$ cat config.mk
export PLATFORM = sky130hd
export DESIGN_NAME = param_alu
export DESIGN_NICKNAME = d
export VERILOG_FILES = /design/src/rtl/param_alu_pkg.sv /design/src/rtl/param_alu_mult.sv /design/src/rtl/param_alu.sv
export SDC_FILE = /design/constraint.sdc
export NUM_CORES = 1
export LEC_CHECK = 0
export BUFFER_PORTS_ARGS = -buffer_cell sky130_fd_sc_hd__buf_4
export CAP_MARGIN = 40
export CORE_MARGIN = 5
export CORE_UTILIZATION = 44
export DETAILED_ROUTE_END_ITERATION = 8
export GPL_ROUTABILITY_DRIVEN = 0
export PLACE_DENSITY = 0.63
export SETUP_SLACK_MARGIN = 0.02
export SYNTH_ARGS = -nofsm -noshare
export SYNTH_HDL_FRONTEND = slang
export SYNTH_HIERARCHICAL = 1
export SYNTH_SLANG_ARGS = --single-unit
$ cat constraint.sdc
create_clock -name clk -period 6.1 [get_ports clk]
set_clock_uncertainty 0.1 [all_clocks]
set_input_delay 0.915 -clock clk [delete_from_list [all_inputs] [get_ports clk]]
set_output_delay 0.915 -clock clk [all_outputs]
set_load 0.03 [all_outputs]
$ cat src/rtl/param_alu_pkg.sv
// Shared definitions for param_alu: op encodings, FSM states, legal parameter ranges.
package param_alu_pkg;

  localparam int unsigned WIDTH_MIN    = 4;
  localparam int unsigned WIDTH_MAX    = 32;
  localparam int unsigned MULT_LAT_MIN = 2;
  localparam int unsigned MULT_LAT_MAX = 8;

  typedef enum logic [2:0] {
    OP_NOP = 3'b000,
    OP_ADD = 3'b001,
    OP_AND = 3'b010,
    OP_XOR = 3'b011,
    OP_MUL = 3'b100,
    OP_DIV = 3'b101,
    OP_SUB = 3'b110,
    OP_ILL = 3'b111
  } op_e;

  typedef enum logic [1:0] {
    IDLE    = 2'd0,
    MUL_RUN = 2'd1,
    DIV_RUN = 2'd2
  } state_e;

endpackage

$ cat src/rtl/param_alu_mult.sv
// Pipelined unsigned multiplier with an in-band valid bit.
// Holds the first MULT_LAT-1 stages; the parent's result register is the
// final stage, so a product reaches the ALU outputs MULT_LAT cycles after
// in_valid is sampled.
module param_alu_mult
  import param_alu_pkg::*;
#(
  parameter int unsigned WIDTH    = 8,
  parameter int unsigned MULT_LAT = 3
) (
  input  logic                 clk,
  input  logic                 reset,
  input  logic                 in_valid,
  input  logic [WIDTH-1:0]     a,
  input  logic [WIDTH-1:0]     b,
  output logic                 out_valid,
  output logic [2*WIDTH-1:0]   out_prod
);

  localparam int unsigned STAGES = MULT_LAT - 1;

  logic [STAGES-1:0]  vld_q;
  logic [2*WIDTH-1:0] prod_q [STAGES];
  logic [2*WIDTH-1:0] prod_in;

  assign prod_in = {{WIDTH{1'b0}}, a} * {{WIDTH{1'b0}}, b};

  // Shift product and valid bit down the pipeline; reset drops in-flight work
  always_ff @(posedge clk) begin
    if (reset) begin
      vld_q <= '0;
      for (int unsigned i = 0; i < STAGES; i++) prod_q[i] <= '0;
    end else begin
      vld_q[0]  <= in_valid;
      prod_q[0] <= prod_in;
      for (int unsigned i = 1; i < STAGES; i++) begin
        vld_q[i]  <= vld_q[i-1];
        prod_q[i] <= prod_q[i-1];
      end
    end
  end

  assign out_valid = vld_q[STAGES-1];
  assign out_prod  = prod_q[STAGES-1];

endmodule

$ cat src/rtl/param_alu.sv
// Parameterised ALU: single-cycle ADD/AND/XOR/SUB, pipelined MUL and an
// optional iterative restoring divider enabled by macro PARAM_ALU_DIV_EN.
// Without the macro, op 101 behaves as the illegal op.
module param_alu
  import param_alu_pkg::*;
#(
  parameter int unsigned WIDTH    = 8,
  parameter int unsigned MULT_LAT = 3
) (
  input  logic                 clk,
  input  logic                 reset,
  input  logic                 start,
  input  logic [2:0]           op,
  input  logic [WIDTH-1:0]     A,
  input  logic [WIDTH-1:0]     B,
  output logic                 busy,
  output logic                 done,
  output logic [2*WIDTH-1:0]   result,
  output logic                 carry,
  output logic                 err
);

  if (WIDTH < WIDTH_MIN || WIDTH > WIDTH_MAX ||
      MULT_LAT < MULT_LAT_MIN || MULT_LAT > MULT_LAT_MAX) begin : g_cfg_check
    $error("param_alu: WIDTH or MULT_LAT outside legal range");
  end

  op_e    op_in;
  state_e state_q, state_d;
  logic   accept;
  logic   mul_start;
  logic   mul_vld;
  logic [2*WIDTH-1:0] mul_prod;

  assign op_in     = op_e'(op);
  assign accept    = start && (state_q == IDLE);
  assign mul_start = accept && (op_in == OP_MUL);
  assign busy      = (state_q != IDLE);

  param_alu_mult #(
    .WIDTH    (WIDTH),
    .MULT_LAT (MULT_LAT)
  ) u_mult (
    .clk       (clk),
    .reset     (reset),
    .in_valid  (mul_start),
    .a         (A),
    .b         (B),
    .out_valid (mul_vld),
    .out_prod  (mul_prod)
  );

  // Single-cycle op results and whether the op completes at latency 1
  logic [WIDTH:0]     sum, diff;
  logic [2*WIDTH-1:0] fast_res;
  logic               fast_carry, fast_err, fast_op;

  always_comb begin
    sum        = {1'b0, A} + {1'b0, B};
    diff       = {1'b0, A} - {1'b0, B};
    fast_res   = '0;
    fast_carry = 1'b0;
    fast_err   = 1'b0;
    fast_op    = 1'b0;
    case (op_in)
      OP_ADD: begin
        fast_op             = 1'b1;
        fast_res[WIDTH-1:0] = sum[WIDTH-1:0];
        fast_carry          = sum[WIDTH];
      end
      OP_AND: begin
        fast_op             = 1'b1;
        fast_res[WIDTH-1:0] = A & B;
      end
      OP_XOR: begin
        fast_op             = 1'b1;
        fast_res[WIDTH-1:0] = A ^ B;
      end
      OP_SUB: begin
        fast_op             = 1'b1;
        fast_res[WIDTH-1:0] = diff[WIDTH-1:0];
        fast_carry          = diff[WIDTH];
      end
`ifndef PARAM_ALU_DIV_EN
      OP_DIV: begin
        fast_op  = 1'b1;
        fast_err = 1'b1;
      end
`endif
      OP_ILL: begin
        fast_op  = 1'b1;
        fast_err = 1'b1;
      end
      default: ;
    endcase
  end

`ifdef PARAM_ALU_DIV_EN
  localparam int unsigned CNT_W = $clog2(WIDTH);

  logic [WIDTH-1:0] div_rem_q, div_quo_q, div_dvs_q;
  logic [CNT_W-1:0] div_cnt_q;
  logic [WIDTH:0]   div_sh, div_try;
  logic [WIDTH-1:0] div_rem_d, div_quo_d;
  logic             div_last;

  // One restoring step: shift in next dividend bit, subtract if it fits
  always_comb begin
    div_sh  = {div_rem_q, div_quo_q[WIDTH-1]};
    div_try = div_sh - {1'b0, div_dvs_q};
    if (!div_try[WIDTH]) begin
      div_rem_d = div_try[WIDTH-1:0];
      div_quo_d = {div_quo_q[WIDTH-2:0], 1'b1};
    end else begin
      div_rem_d = div_sh[WIDTH-1:0];
      div_quo_d = {div_quo_q[WIDTH-2:0], 1'b0};
    end
    div_last = (state_q == DIV_RUN) && (div_cnt_q == CNT_W'(WIDTH - 1));
  end

  // Divider working registers: load on accept, iterate while running
  always_ff @(posedge clk) begin
    if (reset) begin
      div_rem_q <= '0;
      div_quo_q <= '0;
      div_dvs_q <= '0;
      div_cnt_q <= '0;
    end else if (accept && (op_in == OP_DIV)) begin
      div_rem_q <= '0;
      div_quo_q <= A;
      div_dvs_q <= B;
      div_cnt_q <= '0;
    end else if (state_q == DIV_RUN) begin
      div_rem_q <= div_rem_d;
      div_quo_q <= div_quo_d;
      div_cnt_q <= div_cnt_q + CNT_W'(1);
    end
  end
`endif

  // State register
  always_ff @(posedge clk) begin
    if (reset) state_q <= IDLE;
    else       state_q <= state_d;
  end

  // Next-state: leave a run state on the same edge that raises done
  always_comb begin
    state_d = state_q;
    case (state_q)
      IDLE: begin
        if (mul_start) state_d = MUL_RUN;
`ifdef PARAM_ALU_DIV_EN
        else if (accept && (op_in == OP_DIV)) state_d = DIV_RUN;
`endif
      end
      MUL_RUN: if (mul_vld) state_d = IDLE;
`ifdef PARAM_ALU_DIV_EN
      DIV_RUN: if (div_last) state_d = IDLE;
`endif
      default: state_d = IDLE;
    endcase
  end

  // Output registers: hold until the next completion of any kind
  always_ff @(posedge clk) begin
    if (reset) begin
      done   <= 1'b0;
      result <= '0;
      carry  <= 1'b0;
      err    <= 1'b0;
    end else begin
      done <= 1'b0;
      if (accept && fast_op) begin
        done   <= 1'b1;
        result <= fast_res;
        carry  <= fast_carry;
        err    <= fast_err;
      end
      if ((state_q == MUL_RUN) && mul_vld) begin
        done   <= 1'b1;
        result <= mul_prod;
        carry  <= 1'b0;
        err    <= 1'b0;
      end
`ifdef PARAM_ALU_DIV_EN
      if (div_last) begin
        done   <= 1'b1;
        result <= {div_rem_d, div_quo_d};
        carry  <= 1'b0;
        err    <= (div_dvs_q == '0);
      end
`endif
    end
  end

endmodule

==> results of run 1 <==
[Yosys cell counts (all sizes together) (3+ instances only)]
| cell type | n | area [µm²] |
|---|---|---|
| nand2b | 8 | 50.1 |
| dfxtp | 54 | 1080 |
| inv | 68 | 255 |
| a21oi | 19 | 106 |
| nand2 | 34 | 128 |
| and2 | 50 | 313 |
| or3 | 4 | 25.0 |
| o22ai | 3 | 18.8 |
| a31oi | 10 | 62.6 |
| fa | 38 | 761 |
| xor2 | 3 | 26.3 |
| a211oi | 6 | 50.1 |
| nor2b | 32 | 208 |
| a21o | 8 | 60.1 |
| nor3 | 11 | 55.1 |
| nor3b | 3 | 27.5 |
| a311oi | 3 | 26.3 |
| nor2 | 42 | 158 |
| a22oi | 11 | 82.6 |
| nand3 | 6 | 30.0 |
| mux2i | 5 | 50.1 |
| buf | 25 | 183 |
| o21a | 8 | 61.3 |
| mux2 | 5 | 56.3 |
| clkbuf | 8 | 30.0 |
| a221oi | 3 | 32.5 |
| nand3b | 4 | 33.8 |
| o211ai | 3 | 22.5 |
| and2b | 3 | 25.0 |
| ha | 52 | 651 |
| o21ai | 16 | 80.1 |
[where the power goes]
part | total [mW] | internal (mW) | switching, mW
logic | 0.676 | 0.298 | 0.378
clock network | 0.317 | 0.194 | 0.123
registers | 0.419 | 0.406 | 0.0127
[cell families after synthesis]
logic type / synth area share
adder cells (fa/ha/maj): 0.284
buffers and inverters: 0.0940
multiplexers: 0.0214
XOR/XNOR: 0.00880
AND/OR/NAND/NOR: 0.219
AO/OA/AOI/OAI: 0.156
flip-flops: 0.217
[registers in the layout, indices dropped and copies added (netlist names)]
register and cells:
state_q 1, done 1, u_mult/vld_q 2, err 1, u_mult/prod_q 32, carry 1, result 16
[per-layer routing]
metal	track usage	vias up	share of wire
li1	-	1924	-
met1	0.217	1938	0.42
met2	0.313	117	0.50
met3	0.0244	27	0.046
met4	0.0596	0	0.028
met5	0	-	0
[worst min path at each step]
stage / slack [ns] / end / startpoint / cells after the start
after detailed placement: 0.32 / u_mult/prod_q[0][18] / u_mult/prod_q[0][2] / 1
after floorplan: 0.31 / u_mult/prod_q[0][16] / u_mult/prod_q[0][0] / 1
after global placement: 0.32 / u_mult/vld_q[1] / u_mult/vld_q[0] / 1
after CTS: 0.33 / u_mult/prod_q[0][18] / u_mult/prod_q[0][2] / 1
final: 0.33 / u_mult/prod_q[0][18] / u_mult/prod_q[0][2] / 1
after global routing: 0.36 / u_mult/prod_q[0][25] / u_mult/prod_q[0][9] / 1
[cell type report]
| type | count | area, µm² | area share |
|---|---|---|---|
| multi-input cells | 416 | 3430 | 0.633 |
| clock inverters | 3 | 43.8 | 0.00809 |
| repair buffers | 41 | 308 | 0.0568 |
| flip-flops and latches | 54 | 1080 | 0.200 |
| well taps | 140 | 175 | 0.0323 |
| clock buffers | 5 | 125 | 0.0231 |
| inverters | 68 | 255 | 0.0471 |
[worst reg2reg max path: stages, from the launching register on]
cell      delay [ns]
dfxtp_1         0.42
and2_1          0.70
a21oi_4         0.21
a22oi_1         0.28
o211ai_1        0.13
o41a_1          0.38
==> run metrics, run 1 <==
CTS tree=done; CTS buffer count=5; DRC=0; crit path max-delay cell type=fa_1; critical path fanouts, max=10; Die ar.=around 14,000 µm²; slowest stage delay, CP=0.53 ns; Worst Path Arrival=around 4.9 ns; initial DRC count=237; I/O pins=42; Crit path max-delay family=adder cells; syn_nets=a little under 700; Critical path origin=A[5]; sequential share of the synthesized area=0.217; placed cell area=5250 µm²; critical path startpoint category=input port; sum of negative setup slack=0 ns; worst hold path type=reg2reg; H-tree depth=2; GRT overflow=0; clock sink total=54; initial antenna violation count=0; commonest non-fill, non-tap cell in the layout=inv_1; Routed WL per cell=between 15 and 20 µm; Post-CTS Hold Buffers=0; post_cts resized=0; Post-Syn Instances=571; Bufs on Longest Clock Path=2; FILL cells=approximately 1,100; core area=11,000 µm²; CTS root buf=clkbuf_16; hold_ws=0.334 ns; antenna cells=0; worst r2r dst=result[7]; CP endpoint kind=flip-flop; Overall Global Routing Usage=0.176; FMAX=~210 MHz; ANT nets after route=0; CP Cell Sequence=buf_4, and2_1, fa_1, inv_1, fa_1, inv_1, fa_1, inv_1, fa_1, inv_1, ha_1, o21a_1, o31a_1, o21a_2, a31oi_1, mux2_1; Worst setup endpoint=u_mult/prod_q[0][11]; Final Max Slew Viols=0; die extent in x=roughly 120 µm; Tot Pwr=1.41 mW; vias in the first global route=~4,000; Synth-to-Final Area Change=8.82%; worst-margin pin slew=about 0.82 ns; worst rel slew slack=0.456; fin crit share=0.785; Clock Latency Late Sink=between 0.2 and 0.3 ns; max-cap check violation count=0; total number of vias=around 4,000; drt first pass iters=6; worst IR drop on VDD=0.186 mV; Final HPWL DP=8990 µm; CP required=6.17 ns; Post-Route Utilization=0.493; worst reg2reg path depth=5; Post-synth ARST share=0; drt total wl=roughly 11,000 µm; status=completed; Setup Crit Path Kind=in2reg; Crit path buffers/inverters=5; num rows=38; clk slew on worst S/H paths=roughly 0.070 ns; Worst R2R Setup Slack=between 3 and 4 ns; final cell count without fillers=727; post-synthesis cell type count=65; layout cell share with drive strength beyond 1=0.107; postcts setup bufs=0; synthesized area per cell=8.72 µm²; Initial Util=0.453; port bufs=roughly 40; setup violators final=0; worst slack, placed=~0.98 ns; pin count of the biggest net entering global routing=61; Nets=between 600 and 700; Synth Cell Area=approximately 5000 µm²; Final Worst Setup Slack=around 1.3 ns; post-synthesis register bit count=54; P_leak=about 2.5 nW; minimum clock period=4.79 ns; Post-synth top flop=dfxtp_1; post-route cell area=~5400 µm²; Crit path depth=16; global-route wire length before repair=19,100 µm; cell count after placement=~700; Fin. Hold Viols=0; DR vias/cell=approximately 5.5; most frequent cells in the layout=68 x inv_1, 54 x dfxtp_1, 52 x ha_1; RSZ-0062 raised after global routing=no; Post-synth EDFFs=0; pwr dens=between 200 and 300 nW/µm²; Yosys Warn Count=6; Worst R2R Start=state_q[0]; Die Y=~120 µm
Note: power is estimated with default switching activity, not from simulation.
==> run 2: changes to the inputs <==
--- a/config.mk
+++ b/config.mk
@@ -5,6 +5,7 @@
 export SDC_FILE = /design/constraint.sdc
 export NUM_CORES = 1
 export LEC_CHECK = 0
+export ABC_AREA = 1
 export BUFFER_PORTS_ARGS = -buffer_cell sky130_fd_sc_hd__buf_4
 export CAP_MARGIN = 40
 export CORE_MARGIN = 5
==> constraint.sdc (replaced) <==
create_clock -name clk -period 4.5 [get_ports clk]
set_clock_uncertainty 0.1 [all_clocks]
set_input_delay 0.675 -clock clk [delete_from_list [all_inputs] [get_ports clk]]
set_output_delay 0.675 -clock clk [all_outputs]
set_load 0.03 [all_outputs]
==> run 2 against run 1 <==
  * Final cell count up 26%
  * Via count up 9.5%
  * Flip-flop and latch count unchanged
  * Synthesized cell count up 35%
  * Register-to-register slack worse by 0.92 ns
  * Clock power up 32%
  * Utilization down 0.45 points
  * Worst setup slack worse by 0.98 ns
  * Count of clock-buffer cells in the layout unchanged
  * Critical path depth up 4
  * Power up 41%
  * Combinational power up 49%
  * Critical path type unchanged
  * Largest power group unchanged
==> run metrics, run 2 <==
status=completed (unchanged); ANT nets after route=0 (unchanged); worst IR drop on VDD=0.231 mV (was 0.186 mV); GRT overflow=0 (unchanged); Clock Latency Late Sink=0.28 ns (about the same); initial antenna violation count=0 (unchanged); num rows=39 (was 38); Commonest cells post-synth=206 x nand2_1, 187 x inv_1, 55 x nor2_1 (was 68 x inv_1, 54 x dfxtp_1, 52 x ha_1); CP endpoint kind=flip-flop (unchanged); synthesized area per cell=6.80 µm² (was 8.72 µm²); total number of vias=4,386 (was 4,006); Die ar.=14,200 µm² (was 13,500 µm²); CP required=4.58 ns (was 6.17 ns); antenna cells=0 (unchanged); Int Pwr=1.18 mW (was 0.899 mW); Post-synth top flop=dfxtp_1 (unchanged); Bufs on Longest Clock Path=2 (unchanged); post-synth top area cell=dfxtp_1 (unchanged); sequential power share=0.287 (was 0.297); most frequent cells in the layout=206 x nand2_1, 187 x inv_1, 55 x nor2_1 (was 68 x inv_1, 54 x dfxtp_1, 52 x ha_1); core area=11,500 µm² (was 11,000 µm²); Final Max Slew Viols=0 (unchanged); RSZ-0062 raised after global routing=no (unchanged); sw power=0.821 mW (was 0.513 mW); Yosys Warn Count=6 (unchanged); Comb pwr share=0.503 (was 0.479); sum of negative setup slack=0 ns (unchanged); most flop-heavy register=u_mult/prod_q (unchanged); worst rel slew slack=0.676 (was 0.456); fin crit share=0.926; DRC=0 (unchanged); commonest non-fill, non-tap cell in the layout=nand2_1 (was inv_1); drt first pass iters=5 (was 6); initial DRC count=263 (was 237); critical path startpoint category=input port (unchanged); Fin. Hold Viols=0 (unchanged); post-route cell area=5630 µm² (was 5420 µm²); Initial Util=0.454 (was 0.453); Routed WL per cell=12.1 µm (was 15.6 µm); FILL cells=1,179 (was 1,099); port bufs=41 (unchanged); Area contributors post-synth=dfxtp_1 21%, nand2_1 15%, fa_1 15% (was dfxtp_1 22%, fa_1 15%, ha_1 13%); syn_nets=881 (was 683); clock network power share=0.210 (was 0.225); Tot Pwr=2.00 mW (was 1.41 mW); Setup Crit Path Kind=in2reg (unchanged); Synth-to-Final Area Change=7.58% (was 8.82%); FMAX=~240 MHz; global-route wire length before repair=19,200 µm (was 19,100 µm); Final HPWL DP=9150 µm (was 8990 µm); die extent in x=119 µm (was 116 µm); worst-margin pin slew=0.483 ns (was 0.816 ns); layout cell share with drive strength beyond 1=0.101 (was 0.107); post-synth top area share=0.207 (was 0.217); post-synthesis cell type count=40 (was 65); post-synthesis register bit count=54 (unchanged); cell count after placement=910 (was 719); postcts setup bufs=0 (unchanged); Die Y=119 µm (was 116 µm); vias in the first global route=4,349 (was 4,108); sequential share of the synthesized area=0.207 (was 0.217); Nets=886 (was 698); Post-synth ARST share=0 (unchanged); post_cts resized=0 (unchanged); Post-Route Utilization=0.489 (was 0.493); H-tree depth=2 (unchanged); placed cell area=5460 µm² (was 5250 µm²); CTS root buf=clkbuf_16 (unchanged); Largest register FFs=32 (unchanged); DR vias/cell=4.78 (was 5.51); Synth Cell Area=5230 µm² (was 4980 µm²); clk slew on worst S/H paths=0.07 ns (about the same); pwr dens=355 nW/µm² (was 261 nW/µm²); worst hold path type=reg2reg (unchanged); Top Registers=u_mult/prod_q (32), result (16), u_mult/vld_q (2) (unchanged); final cell count without fillers=917 (was 727); Worst Path Arrival=4.25 ns (was 4.86 ns); minimum clock period=around 4.2 ns; pin count of the biggest net entering global routing=43 (was 61); critical path fanouts, max=10 (unchanged); drt total wl=11,100 µm (was 11,400 µm); CTS buffer count=5 (unchanged); count leader, synth=nand2_1 (was inv_1); clock sink total=54 (unchanged); Post-synth EDFFs=0 (unchanged); CTS tree=done (unchanged); Post-Syn Instances=769 (was 571); P_leak=3.31 nW (was 2.50 nW); sw frac=0.411 (was 0.363); Post-CTS Hold Buffers=0 (unchanged); I/O pins=42 (unchanged); setup violators final=0 (unchanged); Overall Global Routing Usage=0.161 (was 0.176); Final Worst Setup Slack=0.333 ns (was 1.31 ns); max-cap check violation count=0 (unchanged); hold_ws=0.296 ns (was 0.334 ns); worst slack, placed=0.0378 ns (was 0.984 ns)
## run 2: layout make-up
cell class / instances / area (µm²) / area share
multi-input combinational: 476 / 3160 / 0.562
clock buffer: 5 / 125 / 0.0222
clock inverter: 2 / 38.8 / 0.00689
timing repair buffer: 41 / 308 / 0.0547
inverter: 196 / 736 / 0.131
sequential: 54 / 1080 / 0.192
tap: 143 / 179 / 0.0318
## run 2: power by group through the flow
stage / Clock (mW) / Combinational [mW] / Sequential (mW)
after floorplan: 0 / 0.807 / 0.587
after global placement: 0 / 1.00 / 0.582
after detailed placement: 0 / 1.01 / 0.584
after CTS: 0.430 / 1.02 / 0.573
after global routing: 0.449 / 1.17 / 0.579
final: 0.419 / 1.01 / 0.572
## run 2: final timing paths
path	depth (start not counted)	slack, ns	endpoint	start
max	20	0.33	u_mult/prod_q[0][10]	A[5]
min	2	0.30	u_mult/prod_q[0][24]	u_mult/prod_q[0][8]
max reg2reg	4	2.84	result[2]	state_q[0]
min reg2reg	2	0.30	u_mult/prod_q[0][24]	u_mult/prod_q[0][8]
## run 2: layer usage
metal  share of wire  vias up  track usage  wire length [µm]
met4           0.021        0       0.0521               232
met5               0        -            0                 0
li1                -     2265            -                 -
met3           0.035       16       0.0213               390
met1            0.44     2011        0.194              4890
met2            0.50       94        0.294              5570
## run 2: kinds of logic after synthesis
logic type / Yosys count / share of synthesized area
buf+inv: 239 / 0.189
flops: 54 / 0.207
simple gates: 327 / 0.263
fa+ha+maj: 90 / 0.270
xor+xnor: 2 / 0.00335
compound gates: 57 / 0.0677
## run 2: worst max-delay path, stage by stage
cell	delay [ns]
buf_4	0.15
nand2_1	0.07
inv_1	0.05
fa_1	0.55
inv_1	0.06
fa_1	0.53
inv_1	0.05
fa_1	0.53
inv_1	0.05
fa_1	0.52
inv_1	0.04
ha_1	0.35
nand2_1	0.08
nand2_1	0.07
nand2_1	0.06
nand2_1	0.06
a21oi_1	0.15
nand2_1	0.07
nand2_1	0.06
nor2_1	0.05
